<file path="src/rtl/prescaler_prog.sv">
// -----------------------------------------------------------------------------
// prescaler_prog
//   Runtime-programmable clock prescaler. It divides clk_in by a loadable
//   divisor D and produces:
//     - tick    : a one-cycle strobe every D enabled cycles;
//     - clk_out : a 50%-duty divided clock of period 2*D.
//   New divisors are captured into a shadow register. The shadow value is
//   applied at the next terminal count, so clk_out never glitches.
//
// Optional build macro: PRESCALER_ONESHOT_EN
//   When defined, the oneshot/done ports are added. With oneshot=1, the
//   block stops after its first wrap. It re-arms on the first edge with en=0.
//
// Parameters:
//   N           counter and divisor width in bits
//   DIV_DEFAULT divisor loaded at reset (2**(N-1))
//
// Ports:
//   clk_in    in   system clock; all logic runs on its rising edge
//   rst       in   asynchronous, active-high reset
//   en        in   count enable; 0 freezes the counter
//   div_in    in   [N] new divisor value
//   div_load  in   one-cycle strobe; captures div_in into the shadow register
//   oneshot   in   (macro only) stop after the first wrap
//   done      out  (macro only) set by a oneshot wrap, cleared by en=0
//   tick      out  one-cycle pulse on each terminal count
//   clk_out   out  divided clock; toggles on each tick
//   div_pend  out  a shadow divisor is waiting for the next wrap
//   count_out out  [N] current counter value
// -----------------------------------------------------------------------------
module prescaler_prog #(
   parameter int unsigned     N           = 22,
   parameter logic [N-1:0]    DIV_DEFAULT = {1'b1, {(N-1){1'b0}}}
) (
   input  logic         clk_in,
   input  logic         rst,
   input  logic         en,
   input  logic [N-1:0] div_in,
   input  logic         div_load,
`ifdef PRESCALER_ONESHOT_EN
   input  logic         oneshot,
   output logic         done,
`endif
   output logic         tick,
   output logic         clk_out,
   output logic         div_pend,
   output logic [N-1:0] count_out
);

   localparam logic [N-1:0] ONE = N'(1);

   logic [N-1:0] count;
   logic [N-1:0] div_q;   // active divisor
   logic [N-1:0] shd;     // shadow divisor, applied at the next wrap
   logic         frozen;  // oneshot has fired and is waiting for en=0
   logic         run;
   logic         wrap;
   logic         load_now;

`ifdef PRESCALER_ONESHOT_EN
   assign frozen = done;
`else
   assign frozen = 1'b0;
`endif

   assign count_out = count;

   always_comb begin
      run      = en && (div_q != '0) && !frozen;
      wrap     = run && (count == div_q - ONE);
      // When nothing is counting, a new divisor cannot cause a glitch.
      // It is therefore applied in the same edge instead of waiting for a
      // wrap that may never come.
      load_now = div_load && (!en || (div_q == '0));
   end

   // NOTE: async reset in the sensitivity list, and non-blocking assignments
   // throughout. Later assignments in the block override earlier ones. The
   // load handling therefore deliberately follows the wrap handling, so a
   // load on a wrap edge leaves the new value pending.
   always_ff @(posedge clk_in or posedge rst) begin
      if (rst) begin
         count    <= '0;
         div_q    <= DIV_DEFAULT;
         shd      <= '0;
         tick     <= 1'b0;
         clk_out  <= 1'b0;
         div_pend <= 1'b0;
`ifdef PRESCALER_ONESHOT_EN
         done     <= 1'b0;
`endif
      end else begin
         tick <= 1'b0;

         if (wrap) begin
            count   <= '0;
            tick    <= 1'b1;
            clk_out <= ~clk_out;
            if (div_pend) begin
               div_q    <= shd;
               div_pend <= 1'b0;
            end
         end else if (run) begin
            count <= count + ONE;
         end

         if (div_load) begin
            shd <= div_in;
            if (load_now) begin
               div_q    <= div_in;
               count    <= '0;
               div_pend <= 1'b0;
            end else begin
               div_pend <= 1'b1;
            end
         end

`ifdef PRESCALER_ONESHOT_EN
         if (!en)
            done <= 1'b0;
         else if (wrap && oneshot)
            done <= 1'b1;
`endif
      end
   end

endmodule

</file>
<file path="config.mk">
export PLATFORM = sky130hd
export DESIGN_NAME = prescaler_prog
export DESIGN_NICKNAME = d
export VERILOG_FILES = /design/src/rtl/prescaler_prog.sv
export SDC_FILE = /design/constraint.sdc
export NUM_CORES = 1
export LEC_CHECK = 0
export ABC_CLOCK_PERIOD_IN_PS = 3300
export CORE_ASPECT_RATIO = 0.6
export CORE_MARGIN = 5
export CORE_UTILIZATION = 51
export DETAILED_ROUTE_END_ITERATION = 10
export PLACE_DENSITY_LB_ADDON = 0.12
export REMOVE_ABC_BUFFERS = 1
export SLEW_MARGIN = 25
export SYNTH_ARGS = -nofsm -noshare
export SYNTH_HDL_FRONTEND = slang
export SYNTH_SLANG_ARGS = --single-unit
</file>
<file path="constraint.sdc">
create_clock -name clk_in -period 3.3 [get_ports clk_in]
set_input_delay 0.99 -clock clk_in [delete_from_list [all_inputs] [get_ports clk_in]]
set_output_delay 0.99 -clock clk_in [all_outputs]
set_load 0.005 [all_outputs]
</file>
==> results.ini <==
[run_status]
status=completed

[detailed_routing]
vias=3818
wirelength_microns=12250
wire_per_inst_microns=19.12
ant_nets=0
drt_first_pass_iters=5
drcViolationCount=0
via_per_inst=5.956
drtIter0Drc=425

[worst_setup_path]
reg2reg_to=div_q[9]
crit_buf_inv=2
crit_fanout=19
crit_slowest_cell=or4_1
critical_path_class=reg -> reg
rr_startpoint=div_q[1]
required_ns=3.55
worstPathCellList=inv_1, ha_1, or4b_4, nor4b_2, a31oi_1, o32a_1, or3_1, buf_4, or4_1, a31oi_1
critPathLaunchType=flip-flop
crit_cells=10
cp_data_arrival_time_ns=3.36
r2r_cells=10
critPathCaptureType=flip-flop
max_stage_delay_ns=0.52
cpMostUsedCell=a31oi_1
critical_path.top_delay_family=simple AND/OR/NAND/NOR gates
ff2ff_setup_slack_ns=0.19

[min_path]
min_to=clk_out
hold_class=reg -> reg
min_delay_path_depth=1
min-delay-start=clk_out

[yosys]
yosys-top-cells-count=68 x dfrtp_1, 54 x nor2_1, 35 x nand2_1, 31 x xnor2_1, 27 x clkbuf_1
synthTopCellsByArea=dfrtp_1 39%, xnor2_1 6.3%, mux2_2 5.7%, nor2_1 4.7%, xor2_1 4.7%
netlist_area_sq_um=4320
synth_edf_count=0
postSynthAreaPerCell_sq_um=9.271
ys_ff_latch=69
synth-main-ff-cell=dfrtp_1
yosys.cell_count.top_type=dfrtp_1
yosysSeqAreaShare_pct=39.99
syn_inst=466
ys_warn_count=0
synth_cell_types=58
async_flop_share_pct=100.0
synth_top_area_share_pct=39.39
synth_top_area_cell=dfrtp_1

[clocking]
numCtsBuffers=9
cts.clk_slew.worst_paths_ns=0.05
tritoncts=built
cts_sinks=69
htreeDepth=3
clkLatencyLatePin_ns=0.33
hold_buffers=0
post_cts_buffers=0
cts_resized=0
cts_buffer_depth=2
cts-root-buf=clkbuf_16

[grt]
antenna_found_initial=0
grt_pass1_vias=3681
grt-ovfl-total=0
grt_max_degree=41
grt_pass1_wl_microns=20350
grt_use_total_pct=25.50

[power]
clkPwrFrac_pct=37.9
ir_worst_vdd_mv=0.2421
switching_share_pct=28.75
p_seq_share_pct=43.1
power.switching_uw=683.6
power_leakage_nw=2.070
p_per_area_nw_per_um2=441.7
p_int_mw=1.694
p_comb_share_pct=19.0

[final_layout]
n_antenna_cell=0
final_area_sq_um=5383
layout.nets=553
syn_to_final_growth_pct=24.59
layout-drive-gt1-share_pct=16.26
fin_cells=641

[floorplan]
dieHeight_microns=81.30
die_x_microns=128.8
rows=26
ios=51
initial_core_util_pct=51.48
dieArea_sq_um=10470
placeableCoreArea_sq_um=8393

[timing]
tightest_slew_ns=0.8079
hold_slack_ns=0.4761
min_period_ns=3.115
finClkSkew_ns=0.003596
drv_slew=0
period_share_pct=94.38
hold_viol_final=0
setup_viol=0
clock.fmax_ghz=0.3211
grt_setup_unrepaired=false
slew_headroom_pct=45.93

[placement]
dp_cells=625
placed_area_sq_um=5102
dp_hpwl_microns=9052
port_buffers=50
gp_congestion=0.9881

[job]
maxCapViolCount=0

[metrics by stage]
step / TNS (ns) / utilization [%] / power, mW / worst slack, ns
after floorplan: -32.94 / - / 1.273 / -1.148
final: 0 / 64.13 / 2.378 / 0.1854
after global routing: 0 / 64.13 / 2.503 / 0.01424
after detailed placement: 0 / 60.79 / 1.483 / 0.1965
after global placement: 0 / 60.70 / 1.476 / 0.2519
after CTS: 0 / 64.13 / 2.393 / 0.1836
[power groups by stage]
stage	clock [mW]	sequential, mW	combinational, mW
after detailed placement	0	1.04	0.447
after global routing	0.967	1.03	0.501
after global placement	0	1.04	0.440
final	0.902	1.02	0.451
after CTS	0.921	1.02	0.449
after floorplan	0	1.02	0.257
[worst max-delay path by stage]
stage	from	end	slack, ns
2_1_floorplan	div_q[2]	count_out[1]	-1.15
6_report	div_q[1]	div_q[9]	0.19
3_5_place_dp	div_q[1]	div_q[9]	0.20
4_1_cts	div_q[1]	div_q[9]	0.18
3_3_place_gp	div_q[5]	div_q[14]	0.25
5_1_grt	div_q[1]	div_q[18]	0.01
[layout make-up]
class	count	area [sq um]
clock inverters	3	20.02
clock buffers	13	260.3
multi-input cells	355	2430
repair buffers	82	778.2
well taps	112	140.1
fillers	695	3010
inverters	7	26.28
flip-flops and latches	69	1728
[sequential cells by signal (all words and copies together), names as in the netlist]
signal     flops
count_out     22
div_q         22
shd           22
clk_out        1
div_pend       1
tick           1
[layer usage]
metal / routed length (microns) / up-vias / GRT usage, %
li1: - / 1829 / -
met1: 6232 / 1827 / 39.34
met2: 4982 / 151 / 35.43
met3: 907 / 11 / 6.176
met4: 130 / 0 / 6.289
met5: 0 / - / 0
[worst reg2reg max path: cells and delay by family (launching register included)]
kind                       cells  cell delay (ns)
AOI/OAI and AO/OA              3             0.45
adders and majority gates      1             0.19
buffers and inverters          2             0.30
DFF                            1             0.42
and+or+nand+nor                4             1.67
[layout by cell type (no fill, tap or decap), types with 3 or more instances in the layout]
master,count
or3_1,7
nand2_1,35
dfrtp_1,68
nand3_1,9
nor2_1,54
o21ai_0,6
inv_1,6
buf_4,29
a21oi_1,12
xnor2_1,31
nor2b_1,5
buf_12,3
nor3_1,9
clkdlybuf4s50_1,50
ha_1,3
nand4_1,10
xor2_1,23
nand4b_1,4
o31ai_1,21
a31oi_1,23
and4_1,4
clkbuf_16,9
or4_1,17
nor4_1,9
mux2_2,22
and3_1,10
[kinds of logic after synthesis]
| logic type | Yosys count | share of synthesized area [%] |
|---|---|---|
| xor+xnor | 54 | 10.95 |
| buf+inv | 42 | 4.141 |
| mux | 22 | 5.734 |
| compound gates | 86 | 13.76 |
| simple gates | 190 | 24.56 |
| fa+ha+maj | 3 | 0.8689 |
| flops | 69 | 39.99 |
No activity file was read; power rests on OpenSTA's default activity.
